## config.mk

```make
export PLATFORM = sky130hd
export DESIGN_NAME = led_fade_pwm_flat
export DESIGN_NICKNAME = d
export VERILOG_FILES = /design/src/rtl/led_fade_pwm_if.sv /design/src/rtl/led_fade_pwm.sv /design/src/flat_wrapper.sv
export SDC_FILE = /design/constraint.sdc
export NUM_CORES = 1
export LEC_CHECK = 0
export BUFFER_PORTS_ARGS = -buffer_cell sky130_fd_sc_hd__buf_2
export CAP_MARGIN = 5
export CORE_ASPECT_RATIO = 2
export CORE_UTILIZATION = 52
export DETAILED_ROUTE_END_ITERATION = 8
export HOLD_SLACK_MARGIN = 0.1
export PLACE_DENSITY_LB_ADDON = 0.05
export SETUP_SLACK_MARGIN = 0.3
export SYNTH_ARGS = -nofsm -noshare
export SYNTH_HDL_FRONTEND = slang
export SYNTH_SLANG_ARGS = --single-unit
export TNS_END_PERCENT = 5
```

## constraint.sdc

```tcl
create_clock -name clk -period 5.65 [get_ports clk]
set_clock_uncertainty 0.2 [all_clocks]
set_input_delay 0.8475 -clock clk [delete_from_list [all_inputs] [get_ports clk]]
set_output_delay 0.8475 -clock clk [all_outputs]
set_load 0.005 [all_outputs]
```

## src/rtl/led_fade_pwm_if.sv

```systemverilog
// led_fade_pwm_if
//   Bundles the LED pattern request and the LED drive/status signals of the
//   fade/PWM stage.
//   pattern_in    : requested LED states, bit i = LED i on
//   pattern_valid : load pattern_in into the target register this cycle
//   bypass        : drive LEDs straight from the target (no PWM/fade)
//   led_out       : registered LED drive
//   settled       : registered, 1 when every channel is fully OFF or fully ON
//   master = pattern producer / LED observer, slave = led_fade_pwm.
interface led_fade_pwm_if #(
    parameter int N_LEDS = 4
);
    logic [N_LEDS-1:0] pattern_in;
    logic              pattern_valid;
    logic              bypass;
    logic [N_LEDS-1:0] led_out;
    logic              settled;

    modport master (
        output pattern_in, pattern_valid, bypass,
        input  led_out, settled
    );

    modport slave (
        input  pattern_in, pattern_valid, bypass,
        output led_out, settled
    );
endinterface

```

## src/rtl/led_fade_pwm.sv

```systemverilog
// led_fade_pwm
//   Turns hard on/off LED requests into PWM drives whose brightness ramps up
//   quickly on activation and decays slowly on deactivation ("comet tail").
//   Ports:
//     clk   : system clock
//     rst_n : asynchronous active-low reset
//     bus   : led_fade_pwm_if slave (pattern_in, pattern_valid, bypass in;
//             led_out, settled out)
module led_fade_pwm #(
    parameter int N_LEDS    = 4,
    parameter int PWM_BITS  = 8,
    parameter int FADE_DIV  = 4096,
    parameter int UP_STEP   = 32,
    parameter int DOWN_STEP = 8
) (
    input  logic          clk,
    input  logic          rst_n,
    led_fade_pwm_if.slave bus
);
    localparam logic [PWM_BITS-1:0] MAX       = '1;
    localparam int                  FC_W      = $clog2(FADE_DIV);
    localparam logic [FC_W-1:0]     FADE_LAST = FC_W'(FADE_DIV - 1);
    localparam logic [PWM_BITS:0]   UP_W      = (PWM_BITS + 1)'(UP_STEP);
    localparam logic [PWM_BITS:0]   DN_W      = (PWM_BITS + 1)'(DOWN_STEP);

    typedef enum logic [1:0] {
        ST_OFF,
        ST_RISE,
        ST_ON,
        ST_FALL
    } ch_state_t;

    logic [N_LEDS-1:0]   target_q;
    logic [PWM_BITS-1:0] pwm_cnt_q;
    logic [FC_W-1:0]     fade_cnt_q;
    logic [N_LEDS-1:0]   led_q, led_d;
    logic                settled_q, settled_d;
    logic                fade_tick;

    ch_state_t           state_q [N_LEDS];
    ch_state_t           state_d [N_LEDS];
    logic [PWM_BITS-1:0] level_q [N_LEDS];
    logic [PWM_BITS-1:0] level_d [N_LEDS];

    logic [PWM_BITS:0]   sum, dif;
    logic [PWM_BITS-1:0] up_lvl, dn_lvl;

    assign fade_tick = (fade_cnt_q == FADE_LAST);

    always_comb begin
        sum       = '0;
        dif       = '0;
        up_lvl    = '0;
        dn_lvl    = '0;
        settled_d = 1'b1;
        led_d     = '0;
        for (int unsigned i = 0; i < N_LEDS; i++) begin
            state_d[i] = state_q[i];
            level_d[i] = level_q[i];

            // One extra bit catches overflow (add) and borrow (subtract).
            sum    = {1'b0, level_q[i]} + UP_W;
            dif    = {1'b0, level_q[i]} - DN_W;
            up_lvl = sum[PWM_BITS] ? MAX : sum[PWM_BITS-1:0];
            dn_lvl = dif[PWM_BITS] ? '0  : dif[PWM_BITS-1:0];

            if (fade_tick) begin
                case (state_q[i])
                    ST_OFF: begin
                        if (target_q[i]) begin
                            level_d[i] = up_lvl;
                            state_d[i] = (up_lvl == MAX) ? ST_ON : ST_RISE;
                        end
                    end
                    ST_ON: begin
                        if (!target_q[i]) begin
                            level_d[i] = dn_lvl;
                            state_d[i] = (dn_lvl == '0) ? ST_OFF : ST_FALL;
                        end
                    end
                    default: begin
                        if (target_q[i]) begin
                            level_d[i] = up_lvl;
                            state_d[i] = (up_lvl == MAX) ? ST_ON : ST_RISE;
                        end else begin
                            level_d[i] = dn_lvl;
                            state_d[i] = (dn_lvl == '0) ? ST_OFF : ST_FALL;
                        end
                    end
                endcase
            end

            if ((state_q[i] != ST_OFF) && (state_q[i] != ST_ON)) begin
                settled_d = 1'b0;
            end

            led_d[i] = bus.bypass ? target_q[i]
                                  : ((level_q[i] == MAX) || (level_q[i] > pwm_cnt_q));
        end
    end

    always_ff @(posedge clk or negedge rst_n) begin
        if (!rst_n) begin
            target_q   <= '0;
            pwm_cnt_q  <= '0;
            fade_cnt_q <= '0;
            led_q      <= '0;
            settled_q  <= 1'b1;
            for (int unsigned i = 0; i < N_LEDS; i++) begin
                state_q[i] <= ST_OFF;
                level_q[i] <= '0;
            end
        end else begin
            if (bus.pattern_valid) begin
                target_q <= bus.pattern_in;
            end
            pwm_cnt_q  <= pwm_cnt_q + 1'b1;
            fade_cnt_q <= fade_tick ? '0 : fade_cnt_q + 1'b1;
            led_q      <= led_d;
            settled_q  <= settled_d;
            for (int unsigned i = 0; i < N_LEDS; i++) begin
                state_q[i] <= state_d[i];
                level_q[i] <= level_d[i];
            end
        end
    end

    assign bus.led_out = led_q;
    assign bus.settled = settled_q;
endmodule
```

## src/flat_wrapper.sv

```systemverilog
// flat-port wrapper written by rule: the top's interface ports become plain ports
module led_fade_pwm_flat 
#(
    parameter int N_LEDS    = 4,
    parameter int PWM_BITS  = 8,
    parameter int FADE_DIV  = 4096,
    parameter int UP_STEP   = 32,
    parameter int DOWN_STEP = 8
)
  (clk, rst_n, bus_pattern_in, bus_pattern_valid, bus_bypass, bus_led_out, bus_settled);
  led_fade_pwm_if #(.N_LEDS(N_LEDS)) bus_i ();
  input  logic clk;
  input  logic rst_n;
  input wire logic [$bits(bus_i.pattern_in)-1:0] bus_pattern_in;
  input wire logic [$bits(bus_i.pattern_valid)-1:0] bus_pattern_valid;
  input wire logic [$bits(bus_i.bypass)-1:0] bus_bypass;
  output wire logic [$bits(bus_i.led_out)-1:0] bus_led_out;
  output wire logic [$bits(bus_i.settled)-1:0] bus_settled;
  assign bus_i.pattern_in = bus_pattern_in;
  assign bus_i.pattern_valid = bus_pattern_valid;
  assign bus_i.bypass = bus_bypass;
  assign bus_led_out = bus_i.led_out;
  assign bus_settled = bus_i.settled;
  led_fade_pwm #(.N_LEDS(N_LEDS), .PWM_BITS(PWM_BITS), .FADE_DIV(FADE_DIV), .UP_STEP(UP_STEP), .DOWN_STEP(DOWN_STEP)) u_core (.clk(clk), .rst_n(rst_n), .bus(bus_i));
endmodule
```

; After elaboration in Yosys (flattened, before gate mapping)
; Cells that the tools add are included.
[totals]
reg_bits = 69
out_inout_bits = 5
[op_classes]
add_sub_neg = 10
n_lt_le_gt_ge = 4
eq_ne = 25
n_mux = 57
reduce_logical = 24
[ops]
columns = cell, count
row1 = $mux W8, 20
row2 = $eq A8 B8 Y1 const B, 8
row3 = $pmux W8 S2, 4
row4 = $mux W2, 20
row5 = $add A8 B6 Y9 const B, 4
row6 = $sub A8 B4 Y9 const B, 4
row7 = $gt A8 B8 Y1, 4
row8 = $logic_not A8 Y1, 4
row9 = $ne A2 B2 Y1 const B, 8
row10 = $pmux W2 S2, 4
row11 = $add A12 B1 Y12 const B, 1
row12 = $eq A12 B12 Y1 const B, 1
row13 = $mux W12, 1
row14 = $reduce_and A3 Y1, 4
row15 = $add A8 B1 Y8 const B, 1
row16 = $eq A2 B2 Y1 const B, 4
row17 = $logic_not A2 Y1, 4
row18 = $mux W1, 8
row19 = $ne A2 B1 Y1 const B, 4
row20 = $reduce_bool A2 Y1, 4
row21 = $logic_and A1 B1 Y1, 4
row22 = $logic_or A1 B1 Y1, 4

; Logic depth before layout (Yosys ltp)
[logic_depth]
word_depth = 6
depth_mapped = 9

; Worst setup path before layout
; Ideal clock, no wire load.
[synth_timing]
path_kind = register to register
start = reg u_core.level_q[13] in the netlist's numbering
end = reg u_core.state_q[2] in the netlist's numbering
setup_time_ps = 125
arrival_ps = 1808
path_slack_ps = 3517
path_stages_with_launch = 9
path_buffers = 1
synth_period_minus_slack_ps = 2133
cell_sequence = dfrtp_1 -> clkbuf_1 -> inv_1 -> ha_1 -> nor2b_1 -> nand4b_1 -> a21oi_1 -> o21a_1 -> a2111oi_0
[synth_via]
elab_chain_len = 6
[synth_rtl]
columns = item, line
row1 = start: declaration, led_fade_pwm.sv:42  ; logic [PWM_BITS-1:0] level_q [N_LEDS];
row2 = start signal: indexed assignment, led_fade_pwm.sv:123  ; level_q[i] <= level_d[i];
row3 = $add A8 B6 Y9 / $sub A8 B4 Y9 (equally long branches), "led_fade_pwm.sv:62, led_fade_pwm.sv:63"
row4 = $mux W8 (on tied branches), "led_fade_pwm.sv:64, led_fade_pwm.sv:65"
row5 = $eq A8 B8 Y1 / $logic_not A8 Y1 (equally long branches), -
row6 = $mux W2 (on tied branches), -
row7 = $mux W2 (on tied branches), "led_fade_pwm.sv:82, led_fade_pwm.sv:76, led_fade_pwm.sv:70"
row8 = $pmux W2 S2 (*), led_fade_pwm.sv:68  ; case (state_q[i])
row9 = end signal: indexed assignment, led_fade_pwm.sv:122  ; state_q[i] <= state_d[i];
row10 = end: declaration, led_fade_pwm.sv:40  ; ch_state_t state_q [N_LEDS];
; Mark *: on every way between the ends. The rest lies on a longest branch, timed or not. The select of a mux whose other input is x is not followed.
; A chain may end at the register's enable or synchronous reset.

; Worst setup path after layout
[layout_timing]
start = reg u_core.fade_cnt_q[0]
end = reg u_core.level_q[16] in the netlist's numbering
[layout_via]
elab_chain_len = 2
[layout_rtl]
columns = item, line
row1 = start: declaration, led_fade_pwm.sv:35  ; logic [FC_W-1:0] fade_cnt_q;
row2 = start signal: assignment, led_fade_pwm.sv:118  ; fade_cnt_q <= fade_tick ? '0 : fade_cnt_q + 1'b1;
row3 = $eq A12 B12 Y1, led_fade_pwm.sv:48  ; assign fade_tick = (fade_cnt_q == FADE_LAST);
row4 = $reduce_and A3 Y1 (no source line), -
; No other way between the ends.

==> flow_summary.ini <==
[status]
outcome = completed

[sta]
drv_slew = 0
fin_crit_ns = 2.84
hold_viol_final = 0
slew_headroom_pct = 27.3
worst_slew_pin_slew_ns = 1.09
fin_crit_sh_pct = 50.3
tns_ns = 0
rsz0062_at_grt = false
fmax_ghz = 0.352
final-setup-viol-count = 0

[yosys]
ys_seq_area_share_pct = 35.7
synth_cell_types = 61
ys_warn_count = 0
synth-main-ff-cell = dfrtp_1
syn_area_per_cell_um2 = 8.77
synth.cell_area_mm2 = 0.00484
synth-edff-count = 0
synthCells = 552
syn_nets = 609
async_flop_share_pct = 100
ys_seq_elements = 69

[cells_and_area]
nNetsFinal = 614
areaGrowthSynthToFinish_pct = 7.96
fin_area_mm2 = 0.00523
diodes = 0
postLayoutCoreUtil_pct = 58.0
final_common_cell = dfrtp_1
drive_above_1_share_pct = 6.58
fillers = 804
final_cell_mix = dfrtp_1, a21oi_1, ha_1

[die]
die-width_um = 70.2
die_y_um = 138
rows = 49
coreArea_mm2 = 0.00901
num_io_pins = 13
start_util_pct = 53.7
dieArea_mm2 = 0.00972

[global_route]
grt_use_met2_pct = 45.4
grt_overflow = 0
grtUsageMet3_pct = 3.50
grt_usage_pct = 25.8
grt_util_met1_pct = 29.7
grt_pass1_wl_um = 19800
antenna_found_initial = 0
grt_pass1_vias = 4084
grt_max_degree = 70
busiest_layer = met2

[clock_network]
htreeDepth = 3
cts_buffer_depth = 2
post-cts-setup-buffers = 0
insertion_delay_ns = 0.33
clockRootBuffer = clkbuf_16
cts_buffers = 9
cts_tree = built
clock_sinks = 69
clkSlewWorstSetupHoldPaths_ns = 0.05
cts.repair.resized = 0
holdBufCountCts = 0

[route]
wl_um = 11900
drt_iter0_drc = 254
dr.pass1.iters = 5
ant_nets = 0
vias = 4169
drt-wirelength-per-cell_um = 17.9
drc = 0
vias_per_cell = 6.28

[flow_run]
drv_cap = 0

[worst_setup_path]
crit_type = reg2reg
slowest_stage = and4_1
worstSetupEndpointType = flop
crit_fanout = 13
crit_top_cell = and4_1
cp.required_ns = 5.69
crit_arrival_ns = 2.88
slowest_delay_ns = 0.57
rr_startpoint = u_core.fade_cnt_q[0]
start_kind = flop
path_cells = ha_1 > and4_1 > and4_1 > o21ai_1 > or3_1 > o211ai_1
startpoint = u_core.fade_cnt_q[0]

[hold_path]
min_path_type = reg2reg
hp-start = u_core.pwm_cnt_q[4]

[place]
gp_congestion = 0.856
dpl-instance-area_mm2 = 0.00494
dp_hpwl_um = 8850
io_buffer_count = 12

[power_and_ir_drop]
finalPower_mw = 1.07
irDropWorstVdd_mv = 0.177
p_per_area_mw_per_mm2 = 204
p_leak_nw = 2.30
[worst paths after layout]
| kind | end | slack (ns) | cells past startpoint |
|---|---|---|---|
| worst max-delay path | u_core.level_q[16] | 2.81 | 6 |
| worst min-delay path | u_core.pwm_cnt_q[4] | 0.27 | 1 |
| worst max register to register | u_core.level_q[16] | 2.81 | 6 |
| worst min register to register | u_core.pwm_cnt_q[4] | 0.27 | 1 |
| max in group asynchronous | u_core.level_q[13] | 4.16 | 2 |
| min in group asynchronous | u_core.level_q[30] | 0.50 | 2 |
[cells by family (layout without fill, tap and decap cells)]
| family | Yosys count | in the layout | synth area share, % |
|---|---|---|---|
| simple gates | 189 | 189 | 20.3 |
| buf+inv | 54 | 64 | 4.63 |
| compound gates | 164 | 164 | 21.6 |
| mux | 5 | 5 | 1.11 |
| xor+xnor | 22 | 22 | 3.98 |
| flops | 69 | 69 | 35.7 |
| fa+ha+maj | 49 | 49 | 12.7 |
[synthesized netlist by cell type, types with 7 or more instances]
cell type	number	area share (%)
o211ai_1	10	1.6
or3_1	13	1.7
nand4_1	15	1.9
xnor2_1	12	2.2
nand2b_1	12	1.6
nor2b_1	10	1.3
nor3_1	10	1.0
nor2_1	37	2.9
xor2_1	10	1.8
clkbuf_1	9	0.70
inv_1	35	2.7
nand2_1	38	2.9
o22ai_1	7	0.90
o21ai_0	37	3.8
a21oi_1	52	5.4
ha_1	49	13
nand3_1	25	2.6
buf_2	8	0.83
dfrtp_1	68	35
[power breakdown]
part | leakage [nW] | internal (mW) | switching, mW
registers | 0.917 | 0.499 | 0.00546
clock network | 0.140 | 0.333 | 0.200
logic | 1.24 | 0.00929 | 0.0190
[stage by stage]
stage / hold slack (ns) / cells / setup slack, ns
global placement: 0.260 / 648 / 2.95
global route: 0.299 / 664 / 2.66
CTS: 0.276 / 664 / 2.82
detailed placement: 0.265 / 648 / 2.85
finish: 0.274 / 664 / 2.81
floorplan: 0.238 / 552 / 3.52
[cell type report]
type | instances | area (um^2) | share of cell area (%)
Clock buffer | 15 | 278 | 5.32
Clock inverter | 1 | 5.00 | 0.0958
Inverter | 35 | 131 | 2.51
Multi-Input combinational cell | 429 | 2890 | 55.3
Sequential cell | 69 | 1730 | 33.1
Tap cell | 102 | 128 | 2.44
Timing Repair Buffer | 13 | 67.6 | 1.29
[registers in the layout, indices dropped and copies added (netlist names)]
signal / count
u_core.state_q: 8
u_core.fade_cnt_q: 12
u_core.bus.settled: 1
u_core.bus.led_out: 4
u_core.target_q: 4
u_core.pwm_cnt_q: 8
u_core.level_q: 32
[metal layers]
| metal | routed length [um] | vias up |
|---|---|---|
| li1 | - | 2036 |
| met1 | 4850 | 2008 |
| met2 | 6280 | 92 |
| met3 | 273 | 33 |
| met4 | 457 | 0 |
| met5 | 0 | - |
[worst max-delay path: cells and delay by family (launching register included)]
family                   cells  cell delay [ns]
flip-flops                   1             0.41
AND/OR/NAND/NOR              3             1.39
adder cells (fa/ha/maj)      1             0.23
AO/OA/AOI/OAI                2             0.53
Power figures use the tool's default switching activity.
